**config.mk**
```make
export PLATFORM = sky130hd
export DESIGN_NAME = mem_stage
export DESIGN_NICKNAME = d
export VERILOG_FILES = /design/src/rtl/mem_stage.sv
export SDC_FILE = /design/constraint.sdc
export NUM_CORES = 1
export LEC_CHECK = 0
export ABC_AREA = 1
export CORE_MARGIN = 2
export CORE_UTILIZATION = 33
export CTS_BUF_LIST = sky130_fd_sc_hd__clkbuf_4 sky130_fd_sc_hd__clkbuf_8
export CTS_CLUSTER_SIZE = 16
export DETAILED_ROUTE_END_ITERATION = 10
export PLACE_DENSITY = 0.78
export SYNTH_ARGS = -nofsm -noshare
export SYNTH_HDL_FRONTEND = slang
export SYNTH_SLANG_ARGS = --single-unit
```
**constraint.sdc**
```tcl
create_clock -name clk -period 1.1 [get_ports clk]
set_input_delay 0.11 -clock clk [delete_from_list [all_inputs] [get_ports clk]]
set_output_delay 0.11 -clock clk [all_outputs]
set_load 0.01 [all_outputs]
```
**src/rtl/mem_stage.sv**
```systemverilog
// mem_stage: MEM pipeline stage. Runs the data-memory req/ack handshake,
// resolves branches and registers the writeback bundle.
// Ports: clk, rst_n (async, active-low); mem_* = EX/MEM bundle in;
//   dmem_req/we/addr/wdata out, dmem_rdata/ack in = data-memory port;
//   stall, branch_taken = comb. pipe control; wb_result/rd/reg_write =
//   registered writeback; mem_err = sticky access-timeout flag.
// Option: define MEM_TIMEOUT_EN to abort ACCESS after TIMEOUT_CYCLES
//   cycles without ack (load data forced to zero, mem_err set).
module mem_stage #(
  parameter int TIMEOUT_CYCLES = 15
) (
  input  logic        clk,
  input  logic        rst_n,
  input  logic [15:0] mem_alu_result,
  input  logic [15:0] mem_rs2_data,
  input  logic [3:0]  mem_rd,
  input  logic [15:0] mem_branch_target,
  input  logic        mem_reg_write,
  input  logic        mem_mem_read,
  input  logic        mem_mem_write,
  input  logic        mem_mem_to_reg,
  input  logic        mem_branch,
  input  logic        mem_branch_ne,
  input  logic        mem_zero,
  output logic        dmem_req,
  output logic        dmem_we,
  output logic [15:0] dmem_addr,
  output logic [15:0] dmem_wdata,
  input  logic [15:0] dmem_rdata,
  input  logic        dmem_ack,
  output logic        stall,
  output logic        branch_taken,
  output logic [15:0] wb_result,
  output logic [3:0]  wb_rd,
  output logic        wb_reg_write,
  output logic        mem_err
);

  typedef enum logic [1:0] {
    S_IDLE   = 2'd0,
    S_ACCESS = 2'd1,
    S_DONE   = 2'd2
  } state_t;

  state_t      r_state;
  logic [15:0] r_rdata;
  logic [15:0] r_wb_result;
  logic [3:0]  r_wb_rd;
  logic        r_wb_reg_write;

  logic w_access;
  logic w_in_access;
  logic w_stall;
  logic w_take;

  assign w_access    = mem_mem_read | mem_mem_write;
  assign w_in_access = (r_state == S_ACCESS);
  // IDLE stalls on the cycle the access is seen; DONE releases the pipe.
  assign w_stall     = w_in_access |
                       ((r_state == S_IDLE) & w_access);
  assign w_take      = (mem_branch & mem_zero) |
                       (mem_branch_ne & ~mem_zero);

  assign stall        = w_stall;
  assign branch_taken = ~w_stall & w_take;
  assign dmem_req     = w_in_access;
  assign dmem_we      = w_in_access & mem_mem_write;
  assign dmem_addr    = mem_alu_result;
  assign dmem_wdata   = mem_rs2_data;
  assign wb_result    = r_wb_result;
  assign wb_rd        = r_wb_rd;
  assign wb_reg_write = r_wb_reg_write;

`ifdef MEM_TIMEOUT_EN
  localparam int CLOG = $clog2(TIMEOUT_CYCLES + 1);
  localparam int CW   = (CLOG < 4) ? 4 : CLOG;

  logic [CW-1:0] r_cnt;
  logic [CW-1:0] w_cnt_lim;
  logic          w_timeout;
  logic          r_err;

  // Last ackless ACCESS cycle: counter reaches TIMEOUT_CYCLES on this edge.
  assign w_cnt_lim = CW'(TIMEOUT_CYCLES - 1);
  assign w_timeout = w_in_access & ~dmem_ack & (r_cnt == w_cnt_lim);
  assign mem_err   = r_err;

  always_ff @(posedge clk or negedge rst_n) begin
    if (!rst_n) begin
      r_cnt <= '0;
      r_err <= 1'b0;
    end else begin
      if ((r_state == S_IDLE) & w_access)
        r_cnt <= '0;
      else if (w_in_access & ~dmem_ack)
        r_cnt <= r_cnt + 1'b1;
      if (w_timeout)
        r_err <= 1'b1;
    end
  end
`else
  logic w_timeout;
  logic w_unused;

  assign w_timeout = 1'b0;
  assign mem_err   = 1'b0;
  assign w_unused  = ^{mem_branch_target, 1'(TIMEOUT_CYCLES)};
`endif

`ifdef MEM_TIMEOUT_EN
  logic w_unused_tgt;
  assign w_unused_tgt = ^mem_branch_target;
`endif

  always_ff @(posedge clk or negedge rst_n) begin
    if (!rst_n) begin
      r_state        <= S_IDLE;
      r_rdata        <= '0;
      r_wb_result    <= '0;
      r_wb_rd        <= '0;
      r_wb_reg_write <= 1'b0;
    end else begin
      unique case (r_state)
        S_IDLE: begin
          if (w_access)
            r_state <= S_ACCESS;
        end
        S_ACCESS: begin
          if (dmem_ack) begin
            r_state <= S_DONE;
            r_rdata <= dmem_rdata;
          end else if (w_timeout) begin
            r_state <= S_DONE;
            r_rdata <= '0;
          end
        end
        S_DONE: begin
          // Held instruction is complete; never re-launch it.
          r_state <= S_IDLE;
        end
        default: begin
          r_state <= S_IDLE;
        end
      endcase

      if (w_stall) begin
        r_wb_reg_write <= 1'b0;
      end else begin
        r_wb_rd        <= mem_rd;
        r_wb_reg_write <= mem_reg_write & (mem_rd != 4'd0);
        r_wb_result    <= mem_mem_to_reg ? r_rdata : mem_alu_result;
      end
    end
  end

endmodule

```
==> results by group <==
Routing
  – Initial drt markers: 77
  – Drt pass-1 iters: 4
  – DRT Wirelength: ~5500 um
  – Vias per cell: roughly 4.4
  – DRT antenna net count: 0
  – DRC Markers: 0
  – Via count: 1,862
  – WL per Instance: 13.03 um

Flow run
  – MaxCap Viol Count: 0

Die
  – Overall die width: around 83 um
  – Full die area: 6817 um2
  – Height of the chip: between 80 and 90 um
  – Core Rows: 28
  – Num ports: 136
  – Starting Density: around 34%
  – Core area: 5956 um2

Setup path
  – FF-to-FF path depth: 6
  – Critical Path Start Type: register
  – Worst EP required: 0.99 ns
  – FF-to-FF Start: r_state[1]$_DFFE_PN0P_
  – WS Path Type: reg -> out
  – Critical Path AT: 1.17 ns
  – R2r setup slk: -0.14 ns
  – Crit-path max FO: 4
  – Element type at the critical path end: output pin
  – Endpoint of the worst register-to-register path: r_rdata[9]$_DFFE_PN0P_

Run status
  – Status: finished, violations left
  – Failing checks: negative setup slack

Clock tree
  – CTS tree: yes
  – Clock-pin slew on the worst setup and hold paths: about 0.07 ns
  – Clock Tree Buf Depth: 2
  – CTS Buf Count: 5
  – CTS sink cnt: 39
  – H-tree depth: 2
  – Clk root buf: clkbuf_8
  – Clk_lat worst skew: 0.28 ns

Yosys
  – Yosys warns: 0
  – Area contributors post-synth: dfrtp_1 (48%), nand2_1 (26%), buf_4 (13%)
  – EDFF count, synth: 0
  – Share of the synthesized area in the top cell type: a little under half
  – Netlist cell types: 15
  – Cell Area, Synth: 2037 um2
  – Cell taking the most area after synthesis: dfrtp_1
  – Largest family of logic cells by synthesized area: simple AND/OR/NAND/NOR gates
  – Syn nets: between 300 and 400
  – Complex-gate fraction of the synthesized area: 0.4914%
  – Multiplexer share of the synthesized area: 0%
  – Dominant synthesized flop cell: dfrtp_1
  – Synth Area in Simple Gates: 33.66%
  – Post-synth top cells: nand2_1 (140), dfrtp_1 (39), buf_4 (35)
  – Yosys reg bits: 39
  – Synth Area in XOR/XNOR: 0%
  – Mapped Cells: 263
  – Top-count cell post-synth: nand2_1
  – Synthesized area per cell: about 7.7 um2
  – Synth async-reset ratio: 100.0%
  – Register area share after synthesis: around 48%
  – Synth Area in Adders: 0%

GRT
  – Initial antenna violation count: 0
  – Remaining Overflow, GRT: 0
  – Largest net degree at the start of global routing: 40
  – Vias in the first global route: 1,835
  – Tot GR Track Use: 15.97%
  – First-pass GRT wire length: 8286 um

Power
  – Switching pwr: 2979 uW
  – Peak supply drop: 1.607 mV
  – Pwr/cell area: 2293 nW/um2
  – Leakage power: about 0.0017 uW
  – Clk pwr share: between 10% and 20%
  – Switching share of total power: around 40%
  – Register share of total power: approximately a third
  – Pint: 4520 uW
  – Comb pwr share: 52.8%

Timing
  – Final setup vio count: 40
  – Max frequency: 779.6 MHz
  – Final worst-path cycle share: 116.6%
  – Final WS setup: -0.1828 ns
  – Post-layout min period: roughly 1.3 ns
  – Final setup TNS: -3.706 ns
  – RSZ-0062 raised after global routing: yes
  – Final Max Slew Viols: 0
  – Layout Skew: 0.004565 ns
  – Final Hold Fails: 0

Placement
  – DP Cell Count: 406
  – DP Wirelength: 3874 um
  – Setup WS pre-CTS: -0.4700 ns
  – Final GP Congestion: 0.7531
  – Port Buffers: 86

Final layout
  – Layout cell share with drive strength beyond 1: 26.09%
  – ANT cells: 0
  – Final #Nets: 423
  – Core Util, Final: 54.92%
  – Cell Count, Final, Fillers Out: 420
  – Area grow syn2layout: 60.57%

Hold path
  – Worst Hold Class: in -> out
  – Hold Path Origin: mem_rs2_data[11]
  – Hold depth: 0
  – WHS Endpoint: dmem_wdata[11]
worst max-delay path by stage:
stage                                       from  slack [ns]            to
after global routing      r_state[1]$_DFFE_PN0P_       -0.26       dmem_we
after global placement             mem_mem_write       -0.45  branch_taken
after floorplan           r_state[1]$_DFFE_PN0P_        0.03       dmem_we
final                     r_state[1]$_DFFE_PN0P_       -0.18  branch_taken
after detailed placement           mem_mem_write       -0.47  branch_taken
after CTS                 r_state[1]$_DFFE_PN0P_       -0.22  branch_taken
through the flow:
stage                     power (uW)  area (um2)  hold slack [ns]
after detailed placement        5757        2889          0.09361
after global placement          5652        2889          0.08975
after global routing            8089        3271           0.2200
after floorplan                 4296        2039          -0.1856
after CTS                       7022        3110           0.2201
final                           7499        3271           0.2200
power by group through the flow:
stage	clock network, uW	registers, uW	logic (uW)
6_report	944	2600	3960
5_1_grt	1030	2680	4380
4_1_cts	965	2510	3540
3_5_place_dp	0	2490	3270
3_3_place_gp	0	2450	3200
2_1_floorplan	0	2580	1720
final cells by class:
class | count | area [um2]
fill | 561 | 2685
timing repair buffer | 118 | 1162
sequential | 39 | 975.9
multi-input combinational | 173 | 893.4
tap | 75 | 93.84
clock buffer | 6 | 82.58
inverter | 7 | 41.29
timing repair inverter | 1 | 16.27
clock inverter | 1 | 5.005
cells in the final DEF (no fill, tap or decap), types with 4 or more instances in the layout:
cell             Yosys  final
buf_2                5      4
buf_4               35     19
buf_6                4      6
clkbuf_8             0      6
clkdlybuf4s50_1      0     44
dfrtp_1             39     39
dlygate4sd2_1        0     35
nand2_1            140    109
nand2_2              0     16
nand2_4              2     16
nand3_1             20     15
nand3_2              0      5
nor2_1               7      4
flip-flops by register name, indices dropped and copies added, names as in the netlist:
| register | cells |
|---|---|
| r_rdata | 16 |
| wb_result | 16 |
| wb_rd | 4 |
| r_state | 2 |
| wb_reg_write | 1 |
layer usage:
layer | global-route usage [%] | vias to the layer above | routed length [um]
li1 | - | 932 | -
met1 | 18.48 | 874 | 2050
met2 | 28.87 | 52 | 3029
met3 | 3.261 | 4 | 333
met4 | 6.066 | 0 | 59
met5 | 0 | - | 0
worst max-delay path, cell delays in order (launching register included):
cell	delay [ns]
dfrtp_1	0.42
nor2_4	0.16
inv_4	0.06
nand2_4	0.08
nor2_2	0.03
buf_2	0.13
timing repair:
item / in CTS / in global routing
setup endpoints to repair: 78 / 45
hold buffers: 1 / 0
pin swaps: 21 / 5
resized for setup: 91 / 37
gates cloned: 2 / 2
endpoints found under the hold margin: 39 / 0
setup buffers: 2 / 1
logic make-up after synthesis:
| logic type | count (synthesis) |
|---|---|
| AOI/OAI and AO/OA | 2 |
| buffers and inverters | 51 |
| DFF | 39 |
| other | 1 |
| and+or+nand+nor | 170 |
(Power assumes the default switching activity.)
